**config.mk**
```make
export PLATFORM = sky130hd
export DESIGN_NAME = ftest_rx
export DESIGN_NICKNAME = d
export VERILOG_FILES = /design/src/rtl/ftest_rx_pkg.sv /design/src/rtl/ftest_rx_fifo.sv /design/src/rtl/ftest_rx.sv
export SDC_FILE = /design/constraint.sdc
export NUM_CORES = 1
export LEC_CHECK = 0
export ABC_AREA = 1
export CAP_MARGIN = 5
export CELL_PAD_IN_SITES_DETAIL_PLACEMENT = 0
export CELL_PAD_IN_SITES_GLOBAL_PLACEMENT = 2
export CORE_MARGIN = 2
export CORE_UTILIZATION = 35
export CTS_CLUSTER_SIZE = 30
export DETAILED_ROUTE_END_ITERATION = 12
export PLACE_DENSITY = 0.87
export SYNTH_ARGS = -nofsm -noshare
export SYNTH_HDL_FRONTEND = slang
export SYNTH_HIERARCHICAL = 1
export SYNTH_SLANG_ARGS = --single-unit
```
**constraint.sdc**
```tcl
create_clock -name clk -period 2.9 [get_ports clk]
set_clock_uncertainty 0.15 [all_clocks]
set_input_delay 0.725 -clock clk [delete_from_list [all_inputs] [get_ports clk]]
set_output_delay 0.725 -clock clk [all_outputs]
set_load 0.01 [all_outputs]
```
**src/rtl/ftest_rx_pkg.sv**
```systemverilog
// Shared constants, control-state encoding and decode arithmetic for ftest_rx.
package ftest_rx_pkg;

    localparam int WIDTH_DEF = 8;
    localparam int DEPTH_DEF = 4;
    localparam int MAXW      = 64;

    typedef enum logic [1:0] {
        EMPTY,
        PARTIAL,
        FULL
    } state_t;

    // Works at MAXW bits; callers keep the low WIDTH bits of each half.
    function automatic logic [2*MAXW-1:0] decode(input logic [MAXW-1:0] a,
                                                 input logic [MAXW-1:0] z);
        logic [MAXW-1:0] b;
        b = ~z;
        return {b, a + b};
    endfunction

endpackage

```
**src/rtl/ftest_rx_fifo.sv**
```systemverilog
// Output buffer for ftest_rx: storage, wrapping pointers and occupancy.
module ftest_rx_fifo
    import ftest_rx_pkg::*;
#(
    parameter int DW    = 2 * WIDTH_DEF,
    parameter int DEPTH = DEPTH_DEF
) (
    input  logic                     clk,
    input  logic                     rst,
    input  logic                     flush,
    input  logic                     push,
    input  logic                     pop,
    input  logic [DW-1:0]            wdata,
    output logic [DW-1:0]            rdata,
    output logic [$clog2(DEPTH):0]   level
);

    localparam int AW = $clog2(DEPTH);

    logic [DW-1:0] mem [DEPTH];
    logic [AW-1:0] wptr;
    logic [AW-1:0] rptr;

    always_ff @(posedge clk or posedge rst) begin
        if (rst) begin
            for (int unsigned i = 0; i < DEPTH; i++) begin
                mem[i] <= '0;
            end
            wptr  <= '0;
            rptr  <= '0;
            level <= '0;
        end else if (flush) begin
            wptr  <= '0;
            rptr  <= '0;
            level <= '0;
        end else begin
            if (push) begin
                mem[wptr] <= wdata;
                wptr      <= wptr + 1'b1;
            end
            if (pop) begin
                rptr <= rptr + 1'b1;
            end
            case ({push, pop})
                2'b10:   level <= level + 1'b1;
                2'b01:   level <= level - 1'b1;
                default: level <= level;
            endcase
        end
    end

    // Head entry read straight from storage flops, so it holds while not popped.
    assign rdata = mem[rptr];

endmodule

```
**src/rtl/ftest_rx.sv**
```systemverilog
// Receive-side decoder: recovers b and a+b from (a, z) into a small FIFO.
// Optional FTEST_RX_PARITY_EN adds out_par, the XOR-reduce of out_b.
module ftest_rx
    import ftest_rx_pkg::*;
#(
    parameter int WIDTH = WIDTH_DEF,
    parameter int DEPTH = DEPTH_DEF
) (
    input  logic                     clk,
    input  logic                     rst,
    input  logic                     flush,
    input  logic                     in_valid,
    output logic                     in_ready,
    input  logic [WIDTH-1:0]         in_a,
    input  logic [WIDTH-1:0]         in_z,
    output logic                     out_valid,
    input  logic                     out_ready,
    output logic [WIDTH-1:0]         out_b,
    output logic [WIDTH-1:0]         out_sum,
    output logic [$clog2(DEPTH):0]   level
`ifdef FTEST_RX_PARITY_EN
    ,
    output logic                     out_par
`endif
);

    localparam int LW = $clog2(DEPTH) + 1;
`ifdef FTEST_RX_PARITY_EN
    localparam int DW = 2 * WIDTH + 1;
`else
    localparam int DW = 2 * WIDTH;
`endif

    state_t            state;
    state_t            state_nxt;
    logic              rdy_q;
    logic              push;
    logic              pop;
    logic [2*MAXW-1:0] dec;
    logic [WIDTH-1:0]  dec_b;
    logic [WIDTH-1:0]  dec_sum;
    logic [DW-1:0]     wdata;
    logic [DW-1:0]     rdata;
    logic              unused_dec;

    assign dec        = decode(MAXW'(in_a), MAXW'(in_z));
    assign dec_b      = dec[MAXW +: WIDTH];
    assign dec_sum    = dec[0 +: WIDTH];
    assign unused_dec = ^{dec[2*MAXW-1:MAXW+WIDTH], dec[MAXW-1:WIDTH]};

    // rdy_q keeps in_ready low until the first edge after reset is released.
    always_ff @(posedge clk or posedge rst) begin
        if (rst) begin
            rdy_q <= 1'b0;
            state <= EMPTY;
        end else begin
            rdy_q <= 1'b1;
            state <= state_nxt;
        end
    end

    assign in_ready  = rdy_q && !flush && (state != FULL);
    assign out_valid = (state != EMPTY);
    assign push      = in_valid && in_ready;
    assign pop       = out_valid && out_ready && !flush;

    always_comb begin
        state_nxt = state;
        if (flush) begin
            state_nxt = EMPTY;
        end else begin
            case (state)
                EMPTY:   if (push) state_nxt = PARTIAL;
                PARTIAL: begin
                    if (push && !pop && level == LW'(DEPTH - 1)) state_nxt = FULL;
                    else if (pop && !push && level == LW'(1))    state_nxt = EMPTY;
                end
                FULL:    if (pop) state_nxt = PARTIAL;
                default: state_nxt = EMPTY;
            endcase
        end
    end

`ifdef FTEST_RX_PARITY_EN
    assign wdata = {^dec_b, dec_b, dec_sum};
    assign {out_par, out_b, out_sum} = rdata;
`else
    assign wdata = {dec_b, dec_sum};
    assign {out_b, out_sum} = rdata;
`endif

    ftest_rx_fifo #(
        .DW    (DW),
        .DEPTH (DEPTH)
    ) u_fifo (
        .clk   (clk),
        .rst   (rst),
        .flush (flush),
        .push  (push),
        .pop   (pop),
        .wdata (wdata),
        .rdata (rdata),
        .level (level)
    );

endmodule

```
Word level (Yosys, flattened, before mapping)
Index checks and enable logic that the tools add are counted.
Widths: inputs -> output; s select.
{"block": "word_totals", "reg_bits": 74, "output_inout_bits": 21, "input_bits": 21, "word_cells": 69}
{"block": "classes", "n_bitwise": 4, "n_eq_ne": 10, "magnitude_cmp": 3, "n_reduce_logical": 20, "mux": 18, "addsub": 5}
{"operator": "$bwmux 64", "count": 1}
{"operator": "$mux 16", "count": 3}
{"operator": "$bmux 16 s2", "count": 1}
{"operator": "$demux 16 s2", "count": 1}
{"operator": "$mux 2", "count": 9}
{"operator": "$logic_and 1x1->1", "count": 10}
{"operator": "$add 8x8->8", "count": 1}
{"operator": "$not 8->8", "count": 1}
{"operator": "$ge 3x3->1 const B", "count": 2}
{"operator": "$ne 3x3->1 const B", "count": 2}
{"operator": "$not 2->3", "count": 2}
{"operator": "$pmux 2 s3", "count": 1}
{"operator": "$pmux 3 s2", "count": 1}
{"operator": "$reduce_bool 2->1", "count": 3}
{"operator": "$add 2x1->2 const B", "count": 2}
{"operator": "$eq 2x1->1 const B", "count": 2}
{"operator": "$eq 2x2->1 const B", "count": 2}
{"operator": "$ne 4x4->1 const B", "count": 1}
{"operator": "$add 3x1->3 const B", "count": 1}
{"operator": "$eq 3x1->1 const B", "count": 1}
{"operator": "$eq 3x2->1 const B", "count": 1}
{"operator": "$logic_not 1->1", "count": 3}
{"operator": "$lt 3x1->1 const B", "count": 1}
{"operator": "$mux 3", "count": 1}
{"operator": "7 further kinds", "count": 7}

Logic depth before layout (Yosys ltp)
Gate-level depths: netlist of run 1.
{"block": "depth", "word_depth": 11, "mapped_depth": 15}

Cells and area by module
The synthesis of run 1 kept the hierarchy.
{"module": "ftest_rx_fifo", "n_inst": 1, "area_each_um2": 3423.3, "cells_each": 367, "seq_area_each_um2": 1776.7}
{"module": "ftest_rx", "n_inst": 1, "area_each_um2": 579.3, "cells_each": 90, "seq_area_each_um2": 75.1}

Worst setup path after synthesis of run 1
Ideal clock, no wire load.
{"block": "synth_timing", "path_type": "input to register", "from": "input port in_z[0]", "to": "register u_fifo/mem[22] (netlist name)", "t_required_ns": 2.628, "slack_ns": 0.730, "arrival_time_ns": 1.898, "stages": 10, "n_path_buf": 0, "setup_time_ns": 0.122, "path_cell_list": "inv_1 -> ha_1 -> inv_1 -> fa_1 -> inv_1 -> nand4_1 -> nand4_1 -> nand2_1 -> inv_1 -> o21ai_2"}
{"block": "synth_between", "elab_chain_cells": 3}
{"element": "from (decl)", "line_no": "ftest_rx.sv:15", "text": "input logic [WIDTH-1:0] in_z,"}
{"element": "$not 8->8", "line_no": "ftest_rx_pkg.sv:18", "text": "b = ~z;"}
{"element": "$add 8x8->8", "line_no": "ftest_rx_pkg.sv:19", "text": "return {b, a + b};"}
{"element": "via dec[6]", "line_no": "ftest_rx.sv:39", "text": "logic [2*MAXW-1:0] dec;"}
{"element": "$bwmux 64", "line_no": "ftest_rx_fifo.sv:38", "text": "mem[wptr] <= wdata;"}
{"element": "to (signal, indexed assignment)", "line_no": "ftest_rx_fifo.sv:38"}
{"element": "to (decl)", "line_no": "ftest_rx_fifo.sv:20", "text": "logic [DW-1:0] mem [DEPTH];"}
The timed path passes the listed nets, and every way through them passes these cells.
A chain may end at the register's enable or synchronous reset.

Final worst setup path of run 1
{"block": "layout_timing", "from": "input port flush", "to": "output port in_ready"}
{"block": "layout_between", "elab_chain_cells": 3}
{"element": "from (decl)", "line_no": "ftest_rx.sv:11", "text": "input logic flush,"}
{"element": "$logic_not 1->1", "line_no": "ftest_rx.sv:62", "text": "assign in_ready = rdy_q && !flush && (state != FULL);"}
{"element": "$logic_and 1x1->1 (2 in series)", "line_no": "ftest_rx.sv:62"}
{"element": "to (decl)", "line_no": "ftest_rx.sv:13", "text": "output logic in_ready,"}
No other way between the ends.

==> results of run 1 <==
-- path summary, 6_finish.rpt --
| path | startpoint | endpoint | slack, ns | cells past startpoint |
|---|---|---|---|---|
| worst max-delay path | flush | in_ready | 0.10 | 5 |
| worst min-delay path | u_fifo/mem[22] | u_fifo/mem[22] | 0.33 | 2 |
| max in group asynchronous | rst | u_fifo/mem[60] | 1.61 | 3 |
| worst min register to register | u_fifo/mem[22] | u_fifo/mem[22] | 0.33 | 2 |
| min in group asynchronous | rst | rdy_q | 0.46 | 2 |
| worst max register to register | rdy_q | u_fifo/level[2] | 0.96 | 15 |
-- final cells by class --
class                      count  area, µm²  area share [%]
sequential                    74       1850            38.1
clock inverter                 6       65.1            1.34
inverter                      54        203            4.17
multi-input combinational    308       1780            36.6
clock buffer                  10        239            4.92
tap                          143        179            3.68
timing repair buffer          52        543            11.2
-- flip-flops by register name (all words and copies together) (netlist names) --
| signal | flops |
|---|---|
| u_fifo/mem | 64 |
| state | 2 |
| u_fifo/wptr | 2 |
| u_fifo/level | 3 |
| rdy_q | 1 |
| u_fifo/rptr | 2 |
-- routing by layer --
layer	global-route usage [%]	vias up	part of all wire [%]
met5	0	-	0
met4	7.00	0	1.7
met3	2.30	9	2.6
met2	24.9	51	47
met1	20.9	1481	48
li1	-	1571	-
-- cells by family (layout without fill, tap and decap cells) --
logic type / Yosys count / after routing / synth area share [%]
buffers and inverters: 75 / 122 / 9.28
and+or+nand+nor: 161 / 161 / 17.1
AOI/OAI and AO/OA: 128 / 128 / 21.6
other: 1 / 1 / 0.0937
DFF: 74 / 74 / 46.3
xor gates and xnor gates: 5 / 5 / 1.28
adders and majority gates: 13 / 13 / 4.44
-- through the flow --
| step | utilization (%) | total power [mW] |
|---|---|---|
| 3_3_place_gp | 40.4 | 1.88 |
| 2_1_floorplan | - | 1.62 |
| 4_1_cts | 43.1 | 3.04 |
| 3_5_place_dp | 40.4 | 1.90 |
| 5_1_grt | 43.1 | 3.15 |
| 6_report | 43.1 | 2.99 |
-- power by group through the flow --
stage               clock network, mW  registers (mW)  logic, mW
finish                           1.11            1.21      0.664
global route                     1.18            1.22      0.746
CTS                              1.15            1.21      0.676
detailed placement                  0            1.22      0.673
global placement                    0            1.22      0.665
floorplan                           0            1.21      0.412
-- Yosys cell counts, drive strengths merged --
library cell  instances  area share (%)
fa                    2             1.0
xor2                  3            0.84
buf                  17             3.8
o22ai                16             2.5
nand4                 3            0.47
o21ai               102              18
a21oi                 7            0.88
nand3b                1            0.19
clkinv                3            0.28
conb                  1           0.094
clkbuf                4            0.41
nand2               106              11
inv                  51             4.8
a21o                  2            0.38
nor2                 40             4.1
a21boi                1            0.28
dfrtp                74              46
nand3                10             1.4
or2                   1            0.16
ha                   11             3.4
xnor2                 2            0.44
-- critical path, stage by stage --
cell and delay [ns]:
clkdlybuf4s50_1 0.43, nor2_1 0.14, nand2_1 0.06, inv_1 0.05, clkdlybuf4s50_1 0.52
==> impl_metrics.py, run 1 <==
metrics = {
    "status": {
        "status": "complete, no violations",
    },
    "timing": {
        "fin_setup_tns_ns": 0,
        "setup_slack_ns": 0.104,
        "holdWs_ns": 0.326,
        "rsz0062_at_grt": "no",
        "fmax_mhz": 358,
        "fin_crit_ns": 2.80,
        "final.period_utilization_pct": 96.4,
        "setup_violations": 0,
        "hold_viol_final": 0,
        "final_max_slew_viol_count": 0,
    },
    "place": {
        "numPortBuffers": 41,
        "gp_congestion": 0.817,
        "dp_slack_ns": 0.109,
        "place_inst": 631,
        "dp_hpwl_mm": 5.90,
        "dpl_cell_area_um2": 4560,
    },
    "grt": {
        "antenna_found_initial": 0,
        "grt_pass1_wl_mm": 15.2,
        "grt_pass1_vias": 3070,
        "grt_start_max_net_pins": 72,
        "grt.total_usage_pct": 15.5,
        "grt_overflow": 0,
    },
    "power_and_ir_drop": {
        "powerDensity_nw_per_um2": 614,
        "seq_power_share_pct": 40.4,
        "p_sw_uw": 839,
        "clock_power_share_pct": 37.3,
        "switching_share_pct": 28.1,
        "leakage_nw": 2.40,
        "ir_drop_v": 0.000287,
        "comb_power_share_pct": 22.2,
        "internal_power_mw": 2.15,
    },
    "detailed_routing": {
        "initialDrtViolationCount": 114,
        "routed_wl_mm": 8.92,
        "vias": 3112,
        "drc": 0,
        "postRouteAntennaNets": 0,
        "dr.pass1.iters": 4,
        "vias_per_cell": 4.81,
        "wl_per_cell_um": 13.8,
    },
    "final_layout": {
        "antennaDiodeCount": 0,
        "final_common_cell": "nand2_1",
        "finalNonFillerCells": 647,
        "finish.instance_area_um2": 4860,
        "nets": 533,
        "fill_cells": 1126,
        "drive_gt1_share_pct": 18.7,
        "area_delta_synth_final_pct": 21.4,
        "final_cell_mix": "nand2_1 (100), dfrtp_1 (74), o21ai_2 (51), inv_1 (47), clkdlybuf4s50_1 (41)",
    },
    "clock_tree": {
        "cts-resized-gates": 0,
        "post-cts-setup-buffers": 0,
        "htreeDepth": 3,
        "cts_root_buffer": "clkbuf_16",
        "cts_hold_buf": 0,
        "numCtsBuffers": 9,
        "clock-sinks": 74,
        "clkLatencyLatePin_ns": 0.33,
        "clk_pin_slew_ns": 0.06,
        "max-clock-path-buffers": 2,
        "cts_tree": "built",
    },
    "setup_path": {
        "cp_data_required_time_ns": 2.03,
        "worstSetupPathType": "input pin to output port",
        "cp.arrival_ns": 1.92,
        "start_kind": "input pin",
        "endpoint_kind": "output port",
        "cp_max_fo": 2,
    },
    "run": {
        "max_cap_viol_count": 0,
    },
    "floorplan": {
        "dieArea_um2": 12300,
        "start_util_pct": 35.5,
        "core_um2": 11300,
        "fp.dieH_um": 111,
        "die_x_um": 111,
        "rows": 39,
        "pin_count": 42,
    },
    "synth": {
        "ys_seq_area_share_pct": 46.3,
        "syn_area_um2": 4000,
        "syn_area_per_cell_um2": 8.76,
        "synthCells": 457,
        "syn_nets": 491,
        "ys.warnings.count": 6,
        "synth_seq_cells": 74,
        "yosysUniqueCellTypes": 33,
    },
    "worst_hold_path": {
        "min_path_type": "register to register",
    },
}
No activity file was read; power rests on OpenSTA's default activity.
==> run 2, diff against run 1 <==
- CORE_UTILIZATION: 35 -> 39
- DONT_BUFFER_PORTS: not set -> 1
- PLACE_DENSITY: 0.87 -> 0.86
==> run 2 against run 1 <==
Power down 14%. Count of clock-buffer cells in the layout unchanged. Worst hold slack worse by 0.15 ns. Sequential cell count stayed put. Sequential power about the same. Critical path depth is 1 lower. Maximum frequency up 10%. Clock power down 22%. Critical endpoint is now out_sum[4]. Largest power group unchanged.
==> impl_metrics.py, run 2 (synthesized netlist as in run 1, its figures left out) <==
metrics = {
    "detailed_routing": {
        "highest_layer": "met4",
        "vias": 2960,
        "dr.pass1.iters": 4,
        "vias_per_cell": 4.99,
        "routed-wl-met3_um": 402,
        "met2_wirelength_mm": 3.90,
        "postRouteAntennaNets": 0,
        "drt-met1-wl_mm": 4.27,
        "drc": 0,
        "routed_wl_mm": 8.67,
        "wl_per_cell_um": 14.6,
        "initialDrtViolationCount": 156,
    },
    "place": {
        "dp_hpwl_mm": 5.74,
        "gp_congestion": 0.749,
        "numPortBuffers": 0,
    },
    "power_and_ir_drop": {
        "powerDensity_nw_per_um2": 599,
        "ir_drop_v": 0.000329,
        "leakage_nw": 2.16,
        "power_mw": 2.57,
    },
    "timing": {
        "rsz0062_at_grt": "no",
        "final.period_utilization_pct": 87.5,
        "relSlewSlack_pct": 59.6,
        "fin_setup_tns_ns": 0,
        "setup_violations": 0,
        "hold_viol_final": 0,
        "final_max_slew_viol_count": 0,
        "tightestPinTransition_ns": 0.605,
        "fmax_mhz": 394,
        "fin_crit_ns": 2.54,
    },
    "worst_hold_path": {
        "min_path_type": "input pin to async pin",
    },
    "setup_path": {
        "start_kind": "register",
        "crit_path_end": "out_sum[4]",
        "cp_data_required_time_ns": 2.03,
        "r2r_end": "u_fifo/level[2]",
        "worstSetupPathType": "register to output port",
        "r2r_cells": 14,
        "timing.rr.start": "state[0]",
        "cp-startpoint": "u_fifo/rptr[1]",
        "endpoint_kind": "output port",
        "cp.arrival_ns": 1.66,
        "cp_max_fo": 12,
        "reg2reg_slack_ns": 0.97,
    },
    "final_layout": {
        "largest_reg_flops": 64,
        "largest-register": "u_fifo/mem",
        "drive_gt1_share_pct": 19.3,
        "biggestRegsByFlops": "u_fifo/mem x64, u_fifo/level x3",
        "nets": 489,
        "antennaDiodeCount": 0,
        "final_cell_mix": "nand2_1 (100), dfrtp_1 (74), o21ai_2 (51), inv_1 (47), nor2_1 (37)",
        "fill_cells": 997,
        "area_delta_synth_final_pct": 7.28,
        "final_common_cell": "nand2_1",
    },
    "floorplan": {
        "rows": 36,
        "die_x_um": 105,
        "dieArea_um2": 11100,
        "core_um2": 9860,
        "start_util_pct": 40.6,
        "pin_count": 42,
        "fp.dieH_um": 105,
    },
    "clock_tree": {
        "cts-resized-gates": 0,
        "clk_pin_slew_ns": 0.08,
        "cts_tree": "built",
        "htreeDepth": 3,
        "numCtsBuffers": 9,
        "max-clock-path-buffers": 2,
        "cts_root_buffer": "clkbuf_8",
        "clkLatencyLatePin_ns": 0.33,
        "clock-sinks": 74,
    },
    "grt": {
        "grt_pass1_vias": 2850,
        "grt.total_usage_pct": 16.7,
        "grt_pass1_wl_mm": 14.5,
        "grt_start_max_net_pins": 46,
        "grt_overflow": 0,
        "antenna_found_initial": 0,
    },
    "run": {
        "max_cap_viol_count": 0,
    },
    "status": {
        "status": "complete, no violations",
    },
}
[run 2: per-layer routing]
metal | global-route usage, % | vias up
li1 | - | 1483
met1 | 23.1 | 1410
met2 | 25.6 | 60
met3 | 3.59 | 7
met4 | 6.29 | 0
met5 | 0 | -
[run 2: worst min path at each step]
stage,cells after the start,end,start,slack [ns]
floorplan,2,u_fifo/mem[16],u_fifo/mem[16],0.30
global placement,2,u_fifo/mem[33],u_fifo/mem[33],0.31
detailed placement,2,u_fifo/mem[25],u_fifo/mem[25],0.31
CTS,1,u_fifo/mem[14],rst,0.20
global route,1,u_fifo/mem[46],rst,0.21
finish,1,u_fifo/mem[14],rst,0.18
[run 2: area by class of cell]
| class | instances | area [µm²] | area share (%) |
|---|---|---|---|
| clock buffers | 10 | 128 | 2.97 |
| clock inverters | 6 | 91.3 | 2.13 |
| inverters | 54 | 203 | 4.72 |
| multi-input cells | 308 | 1780 | 41.4 |
| flip-flops and latches | 74 | 1850 | 43.1 |
| well taps | 133 | 166 | 3.88 |
| repair buffers | 8 | 75.1 | 1.75 |
[run 2: worst max-delay path, cell delays in order (launching register included)]
cell,delay [ns]
dfrtp_1,0.38
inv_1,0.33
buf_4,0.24
o21ai_0,0.09
o22ai_1,0.28
[run 2: per-stage QoR]
| step | cells | util (%) | cell area (µm²) | worst slack, ns | hold WS (ns) |
|---|---|---|---|---|---|
| 3_3_place_gp | 576 | 41.2 | 4070 | 0.539 | 0.312 |
| 2_1_floorplan | 457 | - | 4000 | 0.228 | 0.300 |
| 6_report | 593 | 43.5 | 4290 | 0.363 | 0.179 |
| 5_1_grt | 593 | 43.5 | 4290 | 0.252 | 0.211 |
| 3_5_place_dp | 576 | 41.2 | 4070 | 0.500 | 0.314 |
| 4_1_cts | 593 | 43.5 | 4290 | 0.311 | 0.199 |
[run 2: power breakdown]
| group | switching (mW) | internal, mW | leakage, nW |
|---|---|---|---|
| Sequential | 0.0623 | 1.14 | 0.996 |
| Clock | 0.384 | 0.486 | 0.0987 |
| Combinational | 0.328 | 0.170 | 1.06 |
[run 2: repair_timing]
action                                 4_1_cts  5_1_grt
setup buffers                                0        0
endpoints found under the hold margin        3        0
hold buffers                                 1        0
